[src/rtl/alu_arbiter_if.sv]
// Request, shared-adder and response signals of the two-requester ALU arbiter.
// slave is the arbiter's view; master is the surrounding requesters and adder.
interface alu_arbiter_if #(
    parameter int CNT_W = 16
);
    logic [1:0]       req_valid;
    logic [1:0]       req_ready;
    logic [15:0]      req_a0;
    logic [15:0]      req_b0;
    logic [15:0]      req_a1;
    logic [15:0]      req_b1;
    logic [1:0]       req_mode;
    logic [15:0]      alu_a;
    logic [15:0]      alu_b;
    logic             alu_mode;
    logic [15:0]      alu_sum;
    logic [1:0]       rsp_valid;
    logic [1:0]       rsp_ready;
    logic [15:0]      rsp_data;
    logic             rsp_sat;
    logic             rsp_zero;
    logic             rsp_neg;
    logic [CNT_W-1:0] sat_count;
    logic             busy;

    modport slave (
        input  req_valid, req_a0, req_b0, req_a1, req_b1, req_mode, alu_sum, rsp_ready,
        output req_ready, alu_a, alu_b, alu_mode, rsp_valid, rsp_data, rsp_sat,
               rsp_zero, rsp_neg, sat_count, busy
    );

    modport master (
        output req_valid, req_a0, req_b0, req_a1, req_b1, req_mode, alu_sum, rsp_ready,
        input  req_ready, alu_a, alu_b, alu_mode, rsp_valid, rsp_data, rsp_sat,
               rsp_zero, rsp_neg, sat_count, busy
    );
endinterface

[src/rtl/alu_arbiter.sv]
// Round-robin sharing of one 16-bit add/sub datapath between two requesters,
// with signed saturation, result flags and a per-requester response handshake.
//
// state | meaning
// IDLE  | no operation in flight; a pending request is granted this cycle
// EXEC  | latched operands drive the shared adder; result captured at the edge
// RESP  | saturated result held for the owner until it accepts
module alu_arbiter #(
    parameter int CNT_W = 16
) (
    input  logic         clk,
    input  logic         rst_n,
    alu_arbiter_if.slave bus
);
    typedef enum logic [1:0] {
        IDLE = 2'd0,
        EXEC = 2'd1,
        RESP = 2'd2
    } state_t;

    state_t           state, state_nxt;
    logic [15:0]      op_a, op_b;
    logic             op_mode, owner, last_grant;
    logic             grant, winner, accept;
    logic [15:0]      b_eff, sat_data, rsp_data_q;
    logic             ovf, rsp_sat_q, rsp_zero_q, rsp_neg_q;
    logic [CNT_W-1:0] sat_count_q;

    // A lone requester always wins; on contention the one not served last wins.
    always_comb begin
        winner = bus.req_valid[1];
        if (bus.req_valid == 2'b11) begin
            winner = ~last_grant;
        end
    end

    assign accept = bus.rsp_ready[owner];

    always_ff @(posedge clk or negedge rst_n) begin
        if (!rst_n) begin
            state <= IDLE;
        end else begin
            state <= state_nxt;
        end
    end

    always_comb begin
        state_nxt     = state;
        grant         = 1'b0;
        bus.req_ready = 2'b00;
        bus.rsp_valid = 2'b00;
        case (state)
            IDLE: begin
                if (|bus.req_valid) begin
                    grant                 = 1'b1;
                    bus.req_ready[winner] = 1'b1;
                    state_nxt             = EXEC;
                end
            end
            EXEC: state_nxt = RESP;
            RESP: begin
                bus.rsp_valid[owner] = 1'b1;
                if (accept) begin
                    state_nxt = IDLE;
                end
            end
            default: state_nxt = IDLE;
        endcase
    end

    // Operand latches double as the adder drivers, so alu_* hold outside EXEC.
    always_ff @(posedge clk or negedge rst_n) begin
        if (!rst_n) begin
            op_a       <= 16'h0000;
            op_b       <= 16'h0000;
            op_mode    <= 1'b0;
            owner      <= 1'b0;
            last_grant <= 1'b1;
        end else if (grant) begin
            op_a       <= winner ? bus.req_a1 : bus.req_a0;
            op_b       <= winner ? bus.req_b1 : bus.req_b0;
            op_mode    <= bus.req_mode[winner];
            owner      <= winner;
            last_grant <= winner;
        end
    end

    assign b_eff    = op_mode ? ~op_b : op_b;
    assign ovf      = (op_a[15] == b_eff[15]) && (bus.alu_sum[15] != op_a[15]);
    assign sat_data = ovf ? (op_a[15] ? 16'h8000 : 16'h7FFF) : bus.alu_sum;

    always_ff @(posedge clk or negedge rst_n) begin
        if (!rst_n) begin
            rsp_data_q  <= 16'h0000;
            rsp_sat_q   <= 1'b0;
            rsp_zero_q  <= 1'b0;
            rsp_neg_q   <= 1'b0;
            sat_count_q <= '0;
        end else begin
            if (state == EXEC) begin
                rsp_data_q <= sat_data;
                rsp_sat_q  <= ovf;
                rsp_zero_q <= (sat_data == 16'h0000);
                rsp_neg_q  <= sat_data[15];
            end
            if ((state == RESP) && accept && rsp_sat_q && (sat_count_q != '1)) begin
                sat_count_q <= sat_count_q + {{(CNT_W-1){1'b0}}, 1'b1};
            end
        end
    end

    assign bus.alu_a     = op_a;
    assign bus.alu_b     = op_b;
    assign bus.alu_mode  = op_mode;
    assign bus.rsp_data  = rsp_data_q;
    assign bus.rsp_sat   = rsp_sat_q;
    assign bus.rsp_zero  = rsp_zero_q;
    assign bus.rsp_neg   = rsp_neg_q;
    assign bus.sat_count = sat_count_q;
    assign bus.busy      = (state != IDLE);
endmodule
[src/flat_wrapper.sv]
// flat-port wrapper written by rule: the top's interface ports become plain ports
module alu_arbiter_flat 
#(
    parameter int CNT_W = 16
)
  (clk, rst_n, bus_req_valid, bus_req_a0, bus_req_b0, bus_req_a1, bus_req_b1, bus_req_mode, bus_alu_sum, bus_rsp_ready, bus_req_ready, bus_alu_a, bus_alu_b, bus_alu_mode, bus_rsp_valid, bus_rsp_data, bus_rsp_sat, bus_rsp_zero, bus_rsp_neg, bus_sat_count, bus_busy);
  alu_arbiter_if #(.CNT_W(CNT_W)) bus_i ();
  input  logic clk;
  input  logic rst_n;
  input wire logic [$bits(bus_i.req_valid)-1:0] bus_req_valid;
  input wire logic [$bits(bus_i.req_a0)-1:0] bus_req_a0;
  input wire logic [$bits(bus_i.req_b0)-1:0] bus_req_b0;
  input wire logic [$bits(bus_i.req_a1)-1:0] bus_req_a1;
  input wire logic [$bits(bus_i.req_b1)-1:0] bus_req_b1;
  input wire logic [$bits(bus_i.req_mode)-1:0] bus_req_mode;
  input wire logic [$bits(bus_i.alu_sum)-1:0] bus_alu_sum;
  input wire logic [$bits(bus_i.rsp_ready)-1:0] bus_rsp_ready;
  output wire logic [$bits(bus_i.req_ready)-1:0] bus_req_ready;
  output wire logic [$bits(bus_i.alu_a)-1:0] bus_alu_a;
  output wire logic [$bits(bus_i.alu_b)-1:0] bus_alu_b;
  output wire logic [$bits(bus_i.alu_mode)-1:0] bus_alu_mode;
  output wire logic [$bits(bus_i.rsp_valid)-1:0] bus_rsp_valid;
  output wire logic [$bits(bus_i.rsp_data)-1:0] bus_rsp_data;
  output wire logic [$bits(bus_i.rsp_sat)-1:0] bus_rsp_sat;
  output wire logic [$bits(bus_i.rsp_zero)-1:0] bus_rsp_zero;
  output wire logic [$bits(bus_i.rsp_neg)-1:0] bus_rsp_neg;
  output wire logic [$bits(bus_i.sat_count)-1:0] bus_sat_count;
  output wire logic [$bits(bus_i.busy)-1:0] bus_busy;
  assign bus_i.req_valid = bus_req_valid;
  assign bus_i.req_a0 = bus_req_a0;
  assign bus_i.req_b0 = bus_req_b0;
  assign bus_i.req_a1 = bus_req_a1;
  assign bus_i.req_b1 = bus_req_b1;
  assign bus_i.req_mode = bus_req_mode;
  assign bus_i.alu_sum = bus_alu_sum;
  assign bus_i.rsp_ready = bus_rsp_ready;
  assign bus_req_ready = bus_i.req_ready;
  assign bus_alu_a = bus_i.alu_a;
  assign bus_alu_b = bus_i.alu_b;
  assign bus_alu_mode = bus_i.alu_mode;
  assign bus_rsp_valid = bus_i.rsp_valid;
  assign bus_rsp_data = bus_i.rsp_data;
  assign bus_rsp_sat = bus_i.rsp_sat;
  assign bus_rsp_zero = bus_i.rsp_zero;
  assign bus_rsp_neg = bus_i.rsp_neg;
  assign bus_sat_count = bus_i.sat_count;
  assign bus_busy = bus_i.busy;
  alu_arbiter #(.CNT_W(CNT_W)) u_core (.clk(clk), .rst_n(rst_n), .bus(bus_i));
endmodule
[config.mk]
export PLATFORM = sky130hd
export DESIGN_NAME = alu_arbiter_flat
export DESIGN_NICKNAME = d
export VERILOG_FILES = /design/src/rtl/alu_arbiter_if.sv /design/src/rtl/alu_arbiter.sv /design/src/flat_wrapper.sv
export SDC_FILE = /design/constraint.sdc
export NUM_CORES = 1
export LEC_CHECK = 0
export CAP_MARGIN = 15
export CORE_MARGIN = 5
export CORE_UTILIZATION = 33
export DETAILED_ROUTE_END_ITERATION = 6
export MAX_ROUTING_LAYER = met4
export PLACE_DENSITY_LB_ADDON = 0.25
export SYNTH_ARGS = -nofsm -noshare
export SYNTH_HDL_FRONTEND = slang
export SYNTH_SLANG_ARGS = --single-unit
[constraint.sdc]
create_clock -name clk -period 1.9 [get_ports clk]
set_input_delay 0.57 -clock clk [delete_from_list [all_inputs] [get_ports clk]]
set_output_delay 0.57 -clock clk [all_outputs]
set_load 0.03 [all_outputs]
==> metrics, run 1 <==
top-area cell type share of the netlist area a little over half; clk buf depth 2; CP Capture Type register; Synth area leader dfrtp_1; total CTS buffers 9; Initial DRC Count 78; Syn Area/Cell between 10 and 15 um2; Antenna Cells 0; CTS H-Tree Depth 3; final setup violation count 0; prevailing post-synth register cell dfrtp_1; CP max FO 3; CP max-delay cell clkdlybuf4s50_1; syn_nets 403; drc violations 0; Via density 4.821; unrepaired setup endpoints after global routing true; core area 9729 um2; CP Launch Type input pin; cell count after placement 617; FP Rows 36; post-synthesis register bit count 71; run status finished clean; largest family of logic cells by synthesized area simple AND/OR/NAND/NOR gates; number of global-route vias before repair between 3k and 4k; area of placed instances 5221 um2; Final nets between 500 and 600; final WL 9481 um; Worst Path Buf+Inv 1; fillers 920; CTS tree yes; Peak VDD IR 1.272 mV; initial antenna violation count 0; post-route ant nets 0; WL per Instance 14.98 um; die area 12060 um2; multi-input combinational cell area 1481 um2; final setup TNS 0 ps; top post-synthesis cells by area dfrtp_1, mux2i_1, nand2_1; type of the worst setup path in2reg; Final Hold Viols 0; CP peak stage delay about 470 ps; Die W 109.8 um; CP arrival 2090 ps; Die H 109.8 um; CP Cell Sequence clkdlybuf4s50_1, mux2i_2, or2_4, nor4_1, mux2_1; post-synthesis mux area share just under 9%; Critical Path RT 2120 ps; library cells used by synthesis 47; FF/Latch Area 1780 um2; CTS clock-pin slew for the worst setup and hold paths 70 ps; Syn Inst Count 314; Power Dens Cells 1456 nW/um2; Worst-Skew Late Latency approximately 340 ps; DP HPWL 7348 um; skew final 4.545 ps; first-pass GRT wire length around 15000 um; sequential-to-total area share from yosys stat 54.09%; worst hold path type in2async; Synth Area in Simple Gates between 10% and 20%; routed via count 3052; clock sink total 71; Synth Warn # 0; gpl congestion ~0.85; final max-slew violation count 0; gr usage total 16.81%; share of layout cells above drive strength 1 13.80%; Initial Util roughly a third; Leak 2.559 nW; Area Overhead vs Synth 63.34%; Final WS setup 25.64 ps; Boundary Pins 161; Synth Area in Adders 0.3807%; Hold Slack 167.8 ps; largest net degree at the start of global routing 59; Post-Syn Area 3287 um2; CP top delay family simple AND/OR/NAND/NOR gates; fin util a little under three fifths; synth cell count leaders dfrtp_1, nand2_1, o21ai_0, mux2i_1, nor2_1; IO Port Bufs 160; Overall Power 7.816 mW; clk root buf clkbuf_8; TritonRoute pass-1 iters 4; fin crit share 98.65%; EDFF count, synth 0; Async SR Flop Fraction 100.0%; max-cap viol count 0; Slew headroom 65.30%; post-layout min period 1874 ps; most common cell in the netlist dfrtp_1; Compound-Gate Fraction of Synth Area 14.96%; Max Clock Freq 533.5 MHz; Post-Synth XOR/XNOR Area about 2.7%; Slew @ Worst Pin about 520 ps; fin area 5369 um2; Setup WS pre-CTS -325.3 ps; Remaining Overflow, GRT 0; fin cells 633
-- final cells by class --
| class | instances | share of cell area [%] |
|---|---|---|
| Sequential cell | 71 | 33.16 |
| Timing Repair Buffer | 188 | 32.60 |
| Multi-Input combinational cell | 225 | 27.59 |
| Clock buffer | 14 | 3.402 |
| Tap cell | 133 | 3.100 |
| Inverter | 2 | 0.1398 |
-- power by group --
group | switching, mW | leakage (nW) | total (mW) | internal [mW]
clock | 0.524 | 0.0946 | 1.13 | 0.604
combinational | 2.55 | 1.59 | 4.16 | 1.61
sequential | 0.392 | 0.870 | 2.53 | 2.13
total | 3.47 | 2.56 | 7.82 | 4.35
-- logic make-up (layout without fill, tap and decap cells) --
group | Yosys count | after routing
and+or+nand+nor | 109 | 109
AOI/OAI and AO/OA | 77 | 77
DFF | 71 | 71
muxes | 28 | 28
buffers and inverters | 18 | 204
xor gates and xnor gates | 10 | 10
adders and majority gates | 1 | 1
-- worst reg2reg max path, cell delays in order (launching register included) --
cell,delay [ps]
dfrtp_2,440
nand3b_1,220
buf_4,180
nor4_4,350
nand4b_1,160
mux2_1,320
-- per-layer routing --
metal	GRT usage [%]	vias to the layer above	wire [um]
li1	-	1482	-
met1	20.49	1440	4177
met2	26.69	118	4495
met3	4.580	12	677
met4	6.233	0	129
met5	-	-	0
-- sequential cells by signal, indices dropped and copies added (netlist names) --
| name | flops |
|---|---|
| u_core.bus.alu_mode | 1 |
| u_core.owner | 1 |
| u_core.bus.rsp_zero | 1 |
| u_core.last_grant | 1 |
| u_core.bus.sat_count | 16 |
| u_core.state | 2 |
| u_core.bus.alu_b | 16 |
| u_core.bus.rsp_data | 16 |
| u_core.bus.alu_a | 16 |
| u_core.bus.rsp_sat | 1 |
-- layout by cell type, fill, tap and decap left out, drive strengths merged, types with 7 or more instances in the layout --
cell / netlist / final
nor4: 7 / 7
dfrtp: 70 / 70
nand2: 49 / 49
buf: 6 / 34
a21oi: 13 / 13
nand3: 9 / 9
clkdlybuf4s50: 0 / 84
a22o: 12 / 12
nor2: 17 / 17
o21ai: 31 / 31
clkbuf: 10 / 16
dlygate4sd2: 0 / 68
mux2i: 23 / 23
a21o: 13 / 13
-- what timing repair did --
action / CTS / global route
buffers inserted: 0 / 2
pin swaps: 1 / 2
hold buffers: 0 / 0
setup endpoints to repair: 72 / 4
gates resized for setup: 81 / 7
cloned: 0 / 0
-- worst paths after layout --
path                                                      from  depth (start not counted)                                   end  slack [ps]
setup / recovery                              bus_rsp_ready[0]                          5  u_core.bus.sat_count[12]$_DFFE_PN0P_          30
hold / removal                                           rst_n                          1       u_core.bus.alu_a[8]$_DFFE_PN0P_         170
setup reg to reg                   u_core.state[0]$_DFFE_PN0P_                          5  u_core.bus.sat_count[15]$_DFFE_PN0P_         120
hold reg to reg            u_core.bus.rsp_data[14]$_DFFE_PN0N_                          2   u_core.bus.rsp_data[14]$_DFFE_PN0N_         470
max in group asynchronous                                rst_n                          2           u_core.state[1]$_DFFE_PN0P_        1180
min in group clk           u_core.bus.rsp_data[14]$_DFFE_PN0N_                          2   u_core.bus.rsp_data[14]$_DFFE_PN0N_         470
(Power assumes the default switching activity.)
==> run 2: changes to the inputs <==
- CELL_PAD_IN_SITES_DETAIL_PLACEMENT: not set -> 1
- CELL_PAD_IN_SITES_GLOBAL_PLACEMENT: not set -> 1
- CORE_UTILIZATION: 33 -> 27
==> metrics, run 2 (same netlist as run 1, synthesis figures left out) <==
run status finished with violations; failing checks setup timing; Slew @ Worst Pin 550.6 ps (+30.14 ps); CP max-delay cell dfstp_2; fillers 1344 (+46%); Die W 120.3 um (+9.6%); CP arrival 1330 ps (-760 ps); initial antenna violation count 0 (unchanged); Via density 4.785 (-0.75%); Power Dens Cells 1534 nW/um2 (+5.4%); Overall Power 8.487 mW (+8.6%); multi-input combinational cell area 1508 um2 (+1.8%); clk buf depth 2 (unchanged); share of layout cells above drive strength 1 13.97% (+0.17 points); Peak VDD IR 0.6430 mV (-49%); most frequent cells in the layout clkdlybuf4s50_1, dlygate4sd2_1, dfrtp_1; clk root buf clkbuf_16; Remaining Overflow, GRT 0 (unchanged); Antenna Cells 0 (unchanged); DR top layer met4; drc violations 0 (unchanged); CP top delay family flip-flops; gr usage total 15.45% (-1.4 points); max-cap viol count 0 (unchanged); FF/Latch Area 1780 um2 (unchanged); worst hold path type in2async; largest net degree at the start of global routing 72 (+22%); most common cell after layout, fill and taps aside clkdlybuf4s50_1; routed via count 3101 (+1.6%); Initial Util 27.48% (-6.3 points); Hold Slack 242.7 ps (+74.87 ps); Routed met3 length 830 um (+23%); final max-slew violation count 0 (unchanged); fin area 5532 um2 (+3.0%); hold buffers post-CTS 0 (unchanged); core area 11960 um2 (+23%); Area Overhead vs Synth 68.29%; Boundary Pins 161 (unchanged); gpl congestion 0.7578 (-11%); final setup violation count 1 (+1); first-pass GRT wire length 17220 um (+12%); Slew headroom 63.29% (-2.0 points); area of placed instances 5229 um2 (+0.14%); CP Launch Type register; number of global-route vias before repair 3386 (+5.8%); FP Rows 40 (+11%); post-layout min period 1902 ps (+27.68 ps); TritonRoute pass-1 iters 4 (unchanged); CTS clock-pin slew for the worst setup and hold paths 60 ps (about the same); CP Capture Type output pin; IO Port Bufs 160 (unchanged); CTS H-Tree Depth 3 (unchanged); CTS tree yes; Final WS setup -2.042 ps (-27.68 ps); Max Clock Freq 525.8 MHz (-1.5%); skew final 5.821 ps (+1.275 ps); post-route ant nets 0 (unchanged); CP peak stage delay 550 ps (+80 ps); Final Hold Viols 0 (unchanged); WL per Instance 16.63 um (+11%); Die H 120.3 um (+9.6%); Final nets 585 (-0.17%); total CTS buffers 9 (unchanged); Critical Path RT 1330 ps (-790 ps); M1 WL 4538 um (+8.6%); unrepaired setup endpoints after global routing true; Leak 2.630 nW (+2.8%); clock sink total 71 (unchanged); met2 WL 5225 um (+16%); fin crit share 100.1% (+1.5 points); Worst-Skew Late Latency 340 ps (about the same); die area 14480 um2 (+20%); Worst Path Buf+Inv 2 (+1); CP Cell Sequence a21boi_4, buf_4, nor2_4, buf_12; type of the worst setup path reg2out; final WL 10780 um (+14%); CP max FO 2 (-1); DP HPWL 8129 um (+11%); Initial DRC Count 96 (+23%)
==> run 2: report_power, final <==
part | internal, mW | switching, mW | total, mW
sequential | 2.14 | 0.368 | 2.50
combinational | 1.66 | 2.63 | 4.29
clock | 1.05 | 0.643 | 1.69
total | 4.85 | 3.64 | 8.49
==> run 2: what timing repair did <==
action,CTS,global route
buffers inserted,3,1
resized for setup,81,10
setup endpoints to repair,71,9
pin swaps,0,4
==> run 2: final timing paths <==
path                                            startpoint                              endpoint  slack [ps]  cells past startpoint
max in group asynchronous                            rst_n         u_core.last_grant$_DFFE_PN1P_        1310                      2
max                          u_core.last_grant$_DFFE_PN1P_                      bus_req_ready[0]          -2                      4
min reg2reg                u_core.bus.alu_b[2]$_DFFE_PN0P_       u_core.bus.alu_b[2]$_DFFE_PN0P_         470                      2
min                                                  rst_n  u_core.bus.sat_count[11]$_DFFE_PN0P_         240                      2
max reg2reg                    u_core.state[1]$_DFFE_PN0P_  u_core.bus.sat_count[14]$_DFFE_PN0P_         150                      7
min in group clk           u_core.bus.alu_b[2]$_DFFE_PN0P_       u_core.bus.alu_b[2]$_DFFE_PN0P_         470                      2
==> run 2: metal layers <==
metal | GRT usage (%) | up-vias
met3 | 5.426 | 15
li1 | - | 1490
met1 | 17.95 | 1490
met5 | - | -
met2 | 24.69 | 106
met4 | 6.020 | 0
==> run 2: area by class of cell <==
cell class | instances | area share [%]
Sequential cell | 71 | 32.19
Timing Repair Buffer | 187 | 31.83
Multi-Input combinational cell | 225 | 27.26
Clock buffer | 12 | 4.456
Tap cell | 147 | 3.325
Clock inverter | 4 | 0.8143
Inverter | 2 | 0.1357
==> run 2: metrics by stage <==
step           cells  setup WS (ps)  setup TNS [ps]  util [%]
2_1_floorplan    314         -14.21          -14.21         -
3_3_place_gp     628         -343.6          -11720     43.71
3_5_place_dp     628         -388.5          -13520     43.71
4_1_cts          647         -30.18          -32.80     45.86
5_1_grt          648         -41.95          -43.78     46.24
6_report         648         -2.042          -2.042     46.24
==> run 3: changes to the inputs <==
- ABC_CLOCK_PERIOD_IN_PS: not set -> 1900
- SLEW_MARGIN: not set -> 40
==> results of run 3 <==
Final layout, timing and power as in run 2 (identical DEF).
==> RTL change, RTL diff (flow settings as in run 1) <==
Re-encode `state_t` (3 states) as one-hot, 3 bits wide.
--- a/src/rtl/alu_arbiter.sv
+++ b/src/rtl/alu_arbiter.sv
@@ -12,10 +12,10 @@
     input  logic         rst_n,
     alu_arbiter_if.slave bus
 );
-    typedef enum logic [1:0] {
-        IDLE = 2'd0,
-        EXEC = 2'd1,
-        RESP = 2'd2
+    typedef enum logic [2:0] {
+        IDLE = 3'b001,
+        EXEC = 3'b010,
+        RESP = 3'b100
     } state_t;
 
     state_t           state, state_nxt;
Formal check against the unedited RTL: no difference found for any inputs over 10 cycles, from zero or initial values and one cycle with rst_n low; not proved beyond that.
==> RTL change against run 1 <==
The flow now finishes with violations (negative setup slack); sequential cell count is 1 higher; synthesized area is 2.1% higher; routed wire length fell by 2.3%; setup slack lost 0.18 ns; maximum frequency shrank 8.9%; final area increased by 2.1%; clock skew grew 0.0086 ns; largest power group unchanged; power rose by 1.7%; sequential power about the same.
==> RTL change: results (changes against run 1) <==
[run_status]
status=complete, but fails checks
violations=negative setup slack

[logic_synthesis]
synth_xor_area_share_pct=3.131  ; +0.47 points
synth_common_cells=dfrtp_1 (70), nand2_1 (48), o21ai_0 (40)
synthMuxAreaShare_pct=7.603  ; -1.2 points
synth_area_leaders=dfrtp_1 (52%), mux2i_1 (6.3%), o21ai_0 (6.0%)
ys_seq_area_share_pct=53.75  ; -0.35 points
synth_compound_area_share_pct=15.77  ; +0.81 points

[global_routing]
grt_use_total_pct=15.57  ; -1.2 points
met1_usage_pct=18.74  ; -1.7 points
met2_usage_pct=25.16  ; -1.5 points
grt_max_degree=41  ; -31%

[sta]
holdWs_ns=0.08766  ; -0.08014 ns
layout_setup_ws_ns=-0.1579  ; -0.1836 ns
relSlewSlack_pct=64.92  ; -0.38 points
skew_ns=0.01317  ; +0.008623 ns
finalSetupViolCount=5  ; +5

[detailed_routing]
routedWlPerCell_um=14.36  ; -4.1%
vias=3118  ; +2.2%
routed-wl-met3_um=688  ; +1.6%
wl_met2_um=4363  ; -2.9%

[worst_setup_path]
cp.arrival_ns=1.49  ; -0.60 ns
max_stage_delay_ns=0.53  ; +0.06 ns
slowest_stage=dfstp_2

[power_and_ir_drop]
p_leak_nw=2.668  ; +4.3%
vdd_drop_max_v=0.0006790  ; -47%

[finish]
drive_above_1_share_pct=13.67  ; -0.13 points

[RTL change: stage by stage]
step	setup TNS, ns	area [um2]	worst slack [ns]	util [%]	std cells
6_report	-0.4763	5484	-0.1579	55.59	645
5_1_grt	-0.8063	5484	-0.2256	55.59	645
2_1_floorplan	-0.01692	3378	-0.01692	-	329
3_5_place_dp	-11.22	5276	-0.2635	53.49	626
4_1_cts	-0.5769	5454	-0.1747	55.29	644
3_3_place_gp	-10.03	5276	-0.2661	53.49	626
[RTL change: repair_timing]
item	CTS	global route
endpoints found under the setup margin	73	6
setup buffers	2	1
resized for setup	79	6
pin swaps	3	1
[RTL change: final cells by class]
class                   instances  area [um2]
clock buffers                  12       155.1
clock inverters                 4       52.55
fillers                       905        4380
inverters                       5       18.77
multi-input cells             232        1515
flip-flops and latches         72        1805
well taps                     133       166.4
repair buffers                187        1770
[RTL change: path summary, 6_finish.rpt]
check	end	cells past startpoint	startpoint
min in group clk	u_core.bus.alu_a[12]	2	u_core.bus.alu_a[12]
worst min-delay path	u_core.bus.sat_count[5]	1	rst_n
worst max-delay path	bus_req_ready[0]	5	u_core.state[0]
worst min register to register	u_core.bus.alu_a[12]	2	u_core.bus.alu_a[12]
max in group asynchronous	u_core.last_grant	2	rst_n
worst max register to register	u_core.bus.sat_count[15]	5	u_core.state[0]
[RTL change: kinds of logic (layout without fill, tap and decap cells)]
group                      after synthesis  in the layout
adders and majority gates                1              1
xor gates and xnor gates                12             12
and+or+nand+nor                        107            107
AOI/OAI and AO/OA                       87             87
DFF                                     72             72
buffers and inverters                   25            208
muxes                                   25             25
[RTL change: where the power goes]
group | internal, mW | switching [mW]
clock | 0.679 | 0.566
sequential | 2.17 | 0.368
combinational | 1.66 | 2.51
